$ cat config.mk
export PLATFORM = sky130hd
export DESIGN_NAME = io_input_manager_flat
export DESIGN_NICKNAME = d
export VERILOG_FILES = /design/src/rtl/io_input_manager_if.sv /design/src/rtl/io_input_manager.sv /design/src/flat_wrapper.sv
export SDC_FILE = /design/constraint.sdc
export NUM_CORES = 1
export LEC_CHECK = 0
export ABC_AREA = 1
export BUFFER_PORTS_ARGS = -buffer_cell sky130_fd_sc_hd__buf_2
export CORE_UTILIZATION = 58
export DETAILED_ROUTE_END_ITERATION = 8
export PLACE_DENSITY = 0.79
export SYNTH_ARGS = -nofsm -noshare
export SYNTH_HDL_FRONTEND = slang
export SYNTH_SLANG_ARGS = --single-unit
$ cat constraint.sdc
create_clock -name clk -period 1.4 [get_ports clk]
set_input_delay 0.28 -clock clk [delete_from_list [all_inputs] [get_ports clk]]
set_output_delay 0.28 -clock clk [all_outputs]
set_load 0.005 [all_outputs]
$ cat src/rtl/io_input_manager_if.sv
// CPU-side bus of the input peripheral.
// The CPU drives the address and a one-cycle read strobe. The peripheral
// returns registered read data with a valid pulse, plus a level interrupt
// that stays high while any key event is pending.
interface io_input_manager_if;
   logic [15:0] dir_in;
   logic        rd;
   logic [15:0] data_out;
   logic        data_valid;
   logic        irq;

   modport master (
      output dir_in,
      output rd,
      input  data_out,
      input  data_valid,
      input  irq
   );

   modport slave (
      input  dir_in,
      input  rd,
      output data_out,
      output data_valid,
      output irq
   );
endinterface

$ cat src/rtl/io_input_manager.sv
// Memory-mapped input peripheral for the basic CPU.
// Slide switches and push-buttons are synchronised, debounced and exposed
// at three read-only addresses. Key presses are latched into a
// clear-on-read event register, which also drives a level interrupt.
// Reads to any other address are ignored.
module io_input_manager #(
   parameter int N_SW    = 10,
   parameter int N_KEY   = 4,
   parameter int DEB_CYC = 16
) (
   input  logic                 clk,
   input  logic                 reset,
   input  logic [N_SW-1:0]      SW,
   input  logic [N_KEY-1:0]     KEY,
   io_input_manager_if.slave    bus
);

   // Switches and keys share one synchroniser/debouncer vector.
   // Switches occupy the low bits and keys the high bits.
   localparam int N_IN  = N_SW + N_KEY;
   localparam int CNT_W = (DEB_CYC > 1) ? $clog2(DEB_CYC) : 1;
   localparam logic [CNT_W-1:0] CNT_MAX = CNT_W'(DEB_CYC - 1);

   // Raw idle level: switches off (0), keys released (1, since keys are active-low).
   // XOR with this mask turns a synchronised raw bit into "1 = active".
   localparam logic [N_IN-1:0] IDLE = {{N_KEY{1'b1}}, {N_SW{1'b0}}};

   localparam logic [15:0] ADDR_SW  = 16'hFFFD;
   localparam logic [15:0] ADDR_EVT = 16'hFFFC;
   localparam logic [15:0] ADDR_KEY = 16'hFFFB;

   logic [N_IN-1:0]  meta_q,   meta_d;
   logic [N_IN-1:0]  sync_q,   sync_d;
   logic [N_IN-1:0]  stable_q, stable_d;
   logic [CNT_W-1:0] cnt_q [N_IN];
   logic [CNT_W-1:0] cnt_d [N_IN];

   logic [N_KEY-1:0] key_prev_q,   key_prev_d;
   logic [N_KEY-1:0] events_q,     events_d;
   logic             clr_q,        clr_d;
   logic [15:0]      data_out_q,   data_out_d;
   logic             data_valid_q, data_valid_d;
   logic             irq_q,        irq_d;

   logic [N_IN-1:0]  level;
   logic [N_SW-1:0]  sw_state;
   logic [N_KEY-1:0] key_pressed;
   logic [N_KEY-1:0] key_rise;
   logic [N_KEY-1:0] clr_mask;
   logic [15:0]      rd_word;
   logic             addr_hit;

   assign level       = sync_q ^ IDLE;
   assign sw_state    = stable_q[N_SW-1:0];
   assign key_pressed = stable_q[N_IN-1:N_SW];
   assign key_rise    = key_pressed & ~key_prev_q;
   // After an event-register read, the bits just returned in data_out are cleared.
   assign clr_mask    = clr_q ? data_out_q[N_KEY-1:0] : '0;

   // Two-flop synchroniser chain for every raw board input.
   always_comb begin
      meta_d = {KEY, SW};
      sync_d = meta_q;
   end

   // Per-bit debounce: a level change must persist DEB_CYC consecutive cycles.
   // Any glitch back to the stable level restarts the count from zero.
   always_comb begin
      stable_d = stable_q;
      for (int i = 0; i < N_IN; i++) begin
         cnt_d[i] = '0;
         if (level[i] != stable_q[i]) begin
            if (cnt_q[i] == CNT_MAX) begin
               stable_d[i] = level[i];
            end else begin
               cnt_d[i] = cnt_q[i] + CNT_W'(1);
            end
         end
      end
   end

   // Key events: latch debounced press edges and apply a pending clear-on-read.
   // A press arriving on the clear edge survives because the set term is OR'ed in last.
   always_comb begin
      key_prev_d = key_pressed;
      events_d   = (events_q & ~clr_mask) | key_rise;
      irq_d      = |events_d;
   end

   // Address decode and read-data mux.
   // The event word excludes bits already returned by the previous read,
   // so back-to-back reads never report the same press twice.
   always_comb begin
      rd_word  = '0;
      addr_hit = 1'b0;
      case (bus.dir_in)
         ADDR_SW: begin
            addr_hit           = 1'b1;
            rd_word[N_SW-1:0]  = sw_state;
         end
         ADDR_EVT: begin
            addr_hit           = 1'b1;
            rd_word[N_KEY-1:0] = events_q & ~clr_mask;
         end
         ADDR_KEY: begin
            addr_hit           = 1'b1;
            rd_word[N_KEY-1:0] = key_pressed;
         end
         default: begin
            addr_hit = 1'b0;
         end
      endcase
   end

   // Read handshake: an accepted read returns data one cycle later.
   // Unmapped reads leave data_out untouched.
   always_comb begin
      data_valid_d = bus.rd && addr_hit;
      data_out_d   = data_valid_d ? rd_word : data_out_q;
      clr_d        = data_valid_d && (bus.dir_in == ADDR_EVT);
   end

   // Synchroniser and debounce state; reset returns inputs to their idle level.
   always_ff @(posedge clk or negedge reset) begin
      if (!reset) begin
         meta_q   <= IDLE;
         sync_q   <= IDLE;
         stable_q <= '0;
         for (int i = 0; i < N_IN; i++) begin
            cnt_q[i] <= '0;
         end
      end else begin
         meta_q   <= meta_d;
         sync_q   <= sync_d;
         stable_q <= stable_d;
         for (int i = 0; i < N_IN; i++) begin
            cnt_q[i] <= cnt_d[i];
         end
      end
   end

   // Event register, interrupt and CPU read-port registers.
   always_ff @(posedge clk or negedge reset) begin
      if (!reset) begin
         key_prev_q   <= '0;
         events_q     <= '0;
         irq_q        <= 1'b0;
         clr_q        <= 1'b0;
         data_out_q   <= '0;
         data_valid_q <= 1'b0;
      end else begin
         key_prev_q   <= key_prev_d;
         events_q     <= events_d;
         irq_q        <= irq_d;
         clr_q        <= clr_d;
         data_out_q   <= data_out_d;
         data_valid_q <= data_valid_d;
      end
   end

   assign bus.data_out   = data_out_q;
   assign bus.data_valid = data_valid_q;
   assign bus.irq        = irq_q;

endmodule

$ cat src/flat_wrapper.sv
// flat-port wrapper written by rule: the top's interface ports become plain ports
module io_input_manager_flat 
#(
   parameter int N_SW    = 10,
   parameter int N_KEY   = 4,
   parameter int DEB_CYC = 16
)
  (clk, reset, SW, KEY, bus_dir_in, bus_rd, bus_data_out, bus_data_valid, bus_irq);
  io_input_manager_if bus_i ();
  input  logic clk;
  input  logic reset;
  input  logic [N_SW-1:0] SW;
  input  logic [N_KEY-1:0] KEY;
  input wire logic [$bits(bus_i.dir_in)-1:0] bus_dir_in;
  input wire logic [$bits(bus_i.rd)-1:0] bus_rd;
  output wire logic [$bits(bus_i.data_out)-1:0] bus_data_out;
  output wire logic [$bits(bus_i.data_valid)-1:0] bus_data_valid;
  output wire logic [$bits(bus_i.irq)-1:0] bus_irq;
  assign bus_i.dir_in = bus_dir_in;
  assign bus_i.rd = bus_rd;
  assign bus_data_out = bus_i.data_out;
  assign bus_data_valid = bus_i.data_valid;
  assign bus_irq = bus_i.irq;
  io_input_manager #(.N_SW(N_SW), .N_KEY(N_KEY), .DEB_CYC(DEB_CYC)) u_core (.clk(clk), .reset(reset), .SW(SW), .KEY(KEY), .bus(bus_i));
endmodule
Word level (Yosys, flattened, before mapping)
Cells that the tools add are included.
- bits of input ports: 33
- output and inout port bits: 18
- register bits: 119
- bitwise gates (word level): 6
- reductions and logical operators: 18
- $add $sub $neg: 14
- equal/unequal tests: 31
- mux-type cells: 32
- operators with widths (operator ; count):
    4-bit 2-to-1 mux ; 29
    4-bit by 1-bit adder with 4-bit output (second input constant) ; 14
    4-bit == test (second input constant) ; 14
    16-bit == test (second input constant) ; 3
    2-bit AND reduction ; 14
    1-bit != test ; 14
    4-bit inverter ; 3
    4-bit one-hot mux with 3 select lines ; 1
    4-bit bitwise AND ; 2
    6-bit 2-to-1 mux ; 1
    4-bit bitwise OR ; 1
    4-bit OR reduction ; 1
    3-bit OR reduction ; 1
    1-bit logical AND ; 2
    1-bit 2-to-1 mux ; 1

Longest topological paths before layout
Gate-level depths: netlist (run 1).
- depth in word-level cells: 5
- mapped depth: 11
- depth with buffers taken out: 10

Worst setup path after synthesis (run 1)
No wires, ideal clock.
- kind: in2reg
- start point: input bus_dir_in[9]
- end point: register u_core.data_out_q[3], in the netlist u_core.bus.data_out[3]
- slack: 0.211 ns
- stages on the path: 10
- arrival time: 1.071 ns
- buffers on the path: 1
- path through: nand2_1 nor2_2 nand2_2 inv_2 nand2_4 nand3_4 nand2_4 buf_6 nand2_2 nand2_1
- cells in the longest elaborated chain, start to end: 4
- elaborated cells between the ends (all ways): 7
- RTL lines (what ; line ; RTL):
    from (decl) ; flat_wrapper.sv:14 ; input wire logic [$bits(bus_i.dir_in)-1:0] bus_dir_in;
    16-bit == test ; io_input_manager.sv:96 ; case (bus.dir_in)
    3-bit OR reduction (no source line) ; n/a ;
    1-bit 2-to-1 mux ; io_input_manager.sv:96 ;
    1-bit logical AND ; io_input_manager.sv:118 ; data_valid_d = bus.rd && addr_hit;
    to (signal assigned) ; io_input_manager.sv:156 ; data_out_q <= data_out_d;
    to (decl) ; io_input_manager.sv:41 ; logic [15:0] data_out_q, data_out_d;
Parallel ways exist; a longest one is shown, timed or not.
A chain may end at the register's enable or synchronous reset.

Worst setup path in the final report (run 1)
- start point: register u_core.data_out_q[0], in the netlist u_core.bus.data_out[0]
- end point: output bus_data_out[0]
- RTL lines (what ; line ; RTL):
    to (decl) ; flat_wrapper.sv:16 ; output wire logic [$bits(bus_i.data_out)-1:0] bus_data_out;
No word-level cell between the ends.

==> metrics.yaml, run 1 <==
synthesis:
  synth_ff_type: "dfrtp_1"
  synth-seq-cells: 119
  synth_edf_count: 0
  yosys.area.top_type_share_pct: 58.4
  synth_area_leaders: "dfrtp_1 (58%), nor2_1 (4.9%), nand3_1 (4.8%)"
  syn_area_per_cell_um2: 11.1
  synthArstFlopShare_pct: 100
  netlist_area_um2: 4760
  yosysSeqAreaShare_pct: 62.8
  synth.yosys.warnings: 0
  yosysMostFrequentCell: "dfrtp_1"
  syn_inst: 429
  synth_area_leader_cell: "dfrtp_1"
  synth_top_cells_by_count: "dfrtp_1 (111), nor2_1 (62), nand2_1 (54)"
  ys_types: 25
sta:
  min_period_over_period_pct: 96.8
  setup-tns-final_ns: 0
  maxSlewViolCount: 0
  whs_ns: 0.170
  fin_worst_skew_ns: 0.00720
  hold_violations: 0
  rsz0062_at_grt: "false"
  fmax_ghz: 0.738
  finalSetupViolations: 0
  fin_crit_ns: 1.36
cts:
  cts_root_buf: "clkbuf_8"
  clockBufferDepth: 2
  path_clk_slew_ns: 0.06
  cts_buffers: 17
  cts_sinks: 119
  ctsResizeCount: 0
  cts_tree: "built"
  htree_levels: 4
  worstSkewPairLatency_ns: 0.51
pwr:
  leakage_nw: 3.06
  power.density_nw_per_um2: 1460
  p_switching_w: 0.00192
  worst_ir_drop_vdd_v: 0.000985
  pwr-share-clk_pct: 52.3
  p_int_w: 0.00674
  swShare_pct: 22.2
  pwr-share-comb_pct: 5.0
  seq_power_share_pct: 42.7
place:
  io_buffers: 44
  placedCellCount: 578
  gp_congestion: 0.750
  hpwl_mm: 5.34
setup_path:
  cp.arrival_ns: 1.08
  start_kind: "flip-flop"
  critical_path_buf_inv_count: 1
  setup.worst_path.class: "reg2out"
  cp_top_family: "flip-flops"
  worstPathMaxFanout: 3
  crit_path_end_kind: "output port"
  cp.required_ns: 1.12
  cp_slowest_cell: "dfrtp_1"
  max_stage_delay_ns: 0.42
  worstPathCellList: "buf_2"
routing:
  via_per_inst: 5.11
  wl_per_cell_um: 14.6
  firstDrtPassIters: 6
  drc: 0
  wirelength_mm: 9.17
  vias: 3206
  ant_nets: 0
  drt_iter0_drc: 215
cells_and_area:
  fillerInstances: 469
  layout-drive-gt1-share_pct: 23.6
  finish.utilization_pct: 75.5
  finalNonFillerCells: 627
  layout.nets: 559
  diodes: 0
  syn2layout_area_growth_pct: 24.6
die:
  die_area_um2: 8570
  start_util_pct: 60.6
  num_rows: 32
  core_um2: 7850
  chipWidth_um: 92.6
  ios: 51
  die_h_um: 92.6
global_routing:
  grt_max_degree: 86
  grt_overflow: 0
  antenna_found_initial: 0
  grt_usage_pct: 23.9
  grt_pass1_vias: 3373
  grt_pass1_wl_mm: 15.2
min_path:
  min_path_type: "in2reg"
run_status:
  status: "finished, final reports clean"
run:
  cap_violations: 0
==> worst paths after layout <==
kind                       slack, ns                      to  cells after the start                   start
min reg2reg                     0.35        u_core.sync_q[4]                      0        u_core.meta_q[4]
min in group asynchronous       0.33        u_core.cnt_q[11]                      3                   reset
max                             0.04         bus_data_out[0]                      1  u_core.bus.data_out[0]
min                             0.17  u_core.bus.data_out[3]                      3                  bus_rd
max reg2reg                     0.17      u_core.stable_q[2]                      3        u_core.cnt_q[44]
max in group asynchronous       0.69       u_core.meta_q[10]                      3                   reset
==> worst register-to-register path: stages, from the launching register on <==
cell and delay [ns]:
dfrtp_1 0.40, ha_1 0.23, nand3_1 0.13, mux2_2 0.36
==> logic make-up after synthesis <==
group / share of synthesized area (%)
DFF: 62.8
buffers and inverters: 4.66
adders and majority gates: 3.68
muxes: 2.37
xor gates and xnor gates: 7.73
AOI/OAI and AO/OA: 1.47
other: 0.0789
and+or+nand+nor: 17.2
==> cells in the final DEF, fill, tap and decap left out, types with 6 or more instances in the layout <==
| cell type | synthesis | layout |
|---|---|---|
| clkbuf_16 | 0 | 16 |
| dfrtp_1 | 111 | 111 |
| buf_2 | 0 | 43 |
| nand2_1 | 54 | 54 |
| dlygate4sd3_1 | 0 | 15 |
| nand2_2 | 10 | 10 |
| ha_1 | 14 | 14 |
| nand3_1 | 46 | 46 |
| buf_4 | 7 | 8 |
| xor2_1 | 18 | 18 |
| mux2_2 | 10 | 10 |
| nor2_1 | 62 | 62 |
| dfstp_2 | 8 | 8 |
| inv_1 | 38 | 38 |
| conb_1 | 1 | 6 |
| xnor2_1 | 24 | 24 |
==> power by group through the flow <==
| stage | clock, W | combinational [W] | sequential (W) |
|---|---|---|---|
| after floorplan | 0 | 0.000237 | 0.00373 |
| after global placement | 0 | 0.000375 | 0.00374 |
| after detailed placement | 0 | 0.000398 | 0.00375 |
| after CTS | 0.00456 | 0.000442 | 0.00369 |
| after global routing | 0.00473 | 0.000506 | 0.00371 |
| final | 0.00452 | 0.000437 | 0.00370 |
==> area by class of cell <==
cell class	instances	area [um2]	share of cell area, %
Clock buffer	18	428	7.22
Multi-Input combinational cell	265	1570	26.4
Sequential cell	119	2990	50.4
Clock inverter	14	198	3.34
Inverter	41	154	2.60
Timing Repair Buffer	68	465	7.85
Tap cell	102	128	2.15
==> what timing repair did <==
action                                 in CTS  in global routing
setup endpoints to repair                   0                  1
endpoints found under the hold margin     125                  0
hold buffers                               15                  0
setup buffers                               0                  2
==> flip-flops by register name, summed over array words and instances, names as in the netlist, 4 cells and up <==
register             cells
u_core.meta_q           14
u_core.bus.data_out     10
u_core.key_prev_q        4
u_core.events_q          4
u_core.sync_q           14
u_core.cnt_q            56
u_core.stable_q         14
==> metrics by stage <==
stage	cell area [um2]	power (W)	setup WS, ns
2_1_floorplan	4770	0.00397	0.211
3_3_place_gp	5130	0.00411	0.0889
3_5_place_dp	5130	0.00415	0.0000170
4_1_cts	5910	0.00870	0.0220
5_1_grt	5930	0.00895	0.00778
6_report	5930	0.00866	0.0450
==> metal layers <==
metal / wire length, um / track usage [%] / vias to the layer above / part of all wire [%]
li1: - / - / 1504 / -
met1: 3770 / 27.7 / 1560 / 41
met2: 4660 / 39.8 / 115 / 51
met3: 496 / 7.64 / 27 / 5.4
met4: 238 / 12.2 / 0 / 2.6
met5: 0 / 0 / - / 0
(Power assumes the default switching activity.)
==> inputs of run 2 (changes only) <==
- CORE_UTILIZATION: 58 -> 62
- PLACE_DENSITY: 0.79 -> 0.93
- clock period: 1.4 -> 1.7 ns (I/O delays scaled with it)
==> run 2 against run 1 <==
Net effect:
- core utilization increased by 4.4 points
- die area decreased by 6.3%
- non-clock buffer count decreased by 4
- via count increased by 9.5%
- sequential share of layout area increased by 0.60 points
- clock skew increased by 0.0044 ns
==> metrics.yaml, run 2 (synthesis gave the netlist of run 1 again) <==
global_routing:
  grt_pass1_wl_mm: 18.2  # was 15.2 mm
  grt_overflow: 0  # unchanged
  grt_pass1_vias: 3624  # was 3373
  grt_max_degree: 38  # was 86
  grt_usage_pct: 32.4  # was 23.9%
  antenna_found_initial: 0  # unchanged
routing:
  firstDrtPassIters: 5  # was 6
  drt_iter0_drc: 288  # was 215
  wirelength_mm: 11.5  # was 9.17 mm
  drc: 0  # unchanged
  ant_nets: 0  # unchanged
  wl_per_cell_um: 18.6  # was 14.6 um
  via_per_inst: 5.66  # was 5.11
  vias: 3510  # was 3206
setup_path:
  start_kind: "flip-flop"  # unchanged
  rrSetupSlack_ns: 0.31  # was 0.17 ns
  cp.arrival_ns: 1.13  # was 1.08 ns
  worstRegToRegCells: 5  # was 3
  worstPathCellList: "buf_2"  # unchanged
  worstPathMaxFanout: 3  # unchanged
  cp_slowest_cell: "dfrtp_1"  # unchanged
  cp_top_family: "flip-flops"  # unchanged
  max_stage_delay_ns: 0.43  # was 0.42 ns
  crit_path_end_kind: "output port"  # unchanged
  critical_path_buf_inv_count: 1  # unchanged
  path_depth: 1  # unchanged
  setup.worst_path.class: "reg2out"  # unchanged
  cp.required_ns: 1.36  # was 1.12 ns
cells_and_area:
  diodes: 0  # unchanged
  layout_commonest_cell: "dfrtp_1"  # unchanged
  fillerInstances: 373  # was 469
  mostFrequentLayoutCells: "dfrtp_1 (111), nor2_1 (62), nand2_1 (54), nand3_1 (46), buf_2 (43)"  # unchanged
  seqCellArea_um2: 2990  # unchanged
  largest_reg_flops: 56  # unchanged
  layout.nets: 555  # was 559
  layout-drive-gt1-share_pct: 22.5  # was 23.6%
  multiInputGateArea_um2: 1570  # unchanged
  finish.utilization_pct: 79.9  # was 75.5%
  syn2layout_area_growth_pct: 23.1  # was 24.6%
  regMostFlops: "u_core.cnt_q"  # unchanged
pwr:
  leakage_nw: 3.03  # was 3.06 nW
  worst_ir_drop_vdd_v: 0.000821  # was 0.000985 V
  power.density_nw_per_um2: 1200  # was 1460 nW/um2
sta:
  hold_violations: 0  # unchanged
  maxSlewViolCount: 0  # unchanged
  min_period_over_period_pct: 86.3
  fin_worst_skew_ns: 0.0116  # was 0.00720 ns
  fmax_ghz: 0.682
  fin_crit_ns: 1.47
  setup-tns-final_ns: 0  # unchanged
  rsz0062_at_grt: "false"  # unchanged
  finalSetupViolations: 0  # unchanged
place:
  io_buffers: 44  # unchanged
  hpwl_mm: 5.86  # was 5.34 mm
  gp_congestion: 0.777  # was 0.750
run:
  cap_violations: 0  # unchanged
die:
  die_area_um2: 8020  # was 8570 um2
  start_util_pct: 64.9  # was 60.6%
  ios: 51  # unchanged
  chipWidth_um: 89.6  # was 92.6 um
  die_h_um: 89.6  # was 92.6 um
  num_rows: 31  # was 32
  core_um2: 7330  # was 7850 um2
min_path:
  min_path_type: "in2reg"  # unchanged
  hold_depth: 3  # unchanged
cts:
  cts_root_buf: "clkbuf_8"  # unchanged
  cts_sinks: 119  # unchanged
  ctsResizeCount: 0  # unchanged
  clockBufferDepth: 2  # unchanged
  cts_tree: "built"  # unchanged
  cts_buffers: 17  # unchanged
  path_clk_slew_ns: 0.06  # about the same
  worstSkewPairLatency_ns: 0.53  # was 0.51 ns
  htree_levels: 4  # unchanged
run_status:
  status: "finished, final reports clean"  # unchanged
## run 2: cell type report
class                           instances  area share (%)
Clock buffer                           23            7.97
Clock inverter                          9            2.09
Tap cell                               99            2.12
Inverter                               41            2.63
Multi-Input combinational cell        265            26.7
Timing Repair Buffer                   64            7.44
Sequential cell                       119            51.0
## run 2: where the power goes
part,internal (W),switching [W]
Sequential,0.00296,0.0000905
Combinational,0.000166,0.000230
Clock,0.00234,0.00124
Total,0.00546,0.00156
## run 2: final timing paths
path	start	end
setup / recovery	u_core.bus.data_out[3]	bus_data_out[3]
setup reg to reg	u_core.clr_q	u_core.bus.data_out[0]
min in group asynchronous	reset	u_core.cnt_q[20]
hold reg to reg	u_core.meta_q[7]	u_core.sync_q[7]
max in group asynchronous	reset	u_core.cnt_q[45]
hold / removal	bus_rd	u_core.bus.data_out[3]
## run 2: stage by stage
step | std cells | worst slack (ns) | power [W] | cell area, um2 | hold WS (ns)
2_1_floorplan | 434 | 0.451 | 0.00327 | 4770 | 0.0444
3_3_place_gp | 573 | 0.292 | 0.00339 | 5120 | 0.326
3_5_place_dp | 573 | 0.252 | 0.00343 | 5120 | 0.329
4_1_cts | 620 | 0.244 | 0.00698 | 5860 | 0.187
5_1_grt | 620 | 0.212 | 0.00724 | 5860 | 0.211
6_report | 620 | 0.233 | 0.00702 | 5860 | 0.214
## run 2: what timing repair did
item | in CTS | in global routing
hold buffers | 15 | 0
setup buffers | 0 | 0
endpoints found under the hold margin | 39 | 0
## run 2: routing by layer
metal / track usage [%] / vias to the layer above / wire [um]
li1: - / 1505 / -
met3: 11.0 / 71 / 774
met5: 0 / - / 0
met1: 38.1 / 1722 / 4390
met2: 52.5 / 212 / 5750
met4: 18.2 / 0 / 595
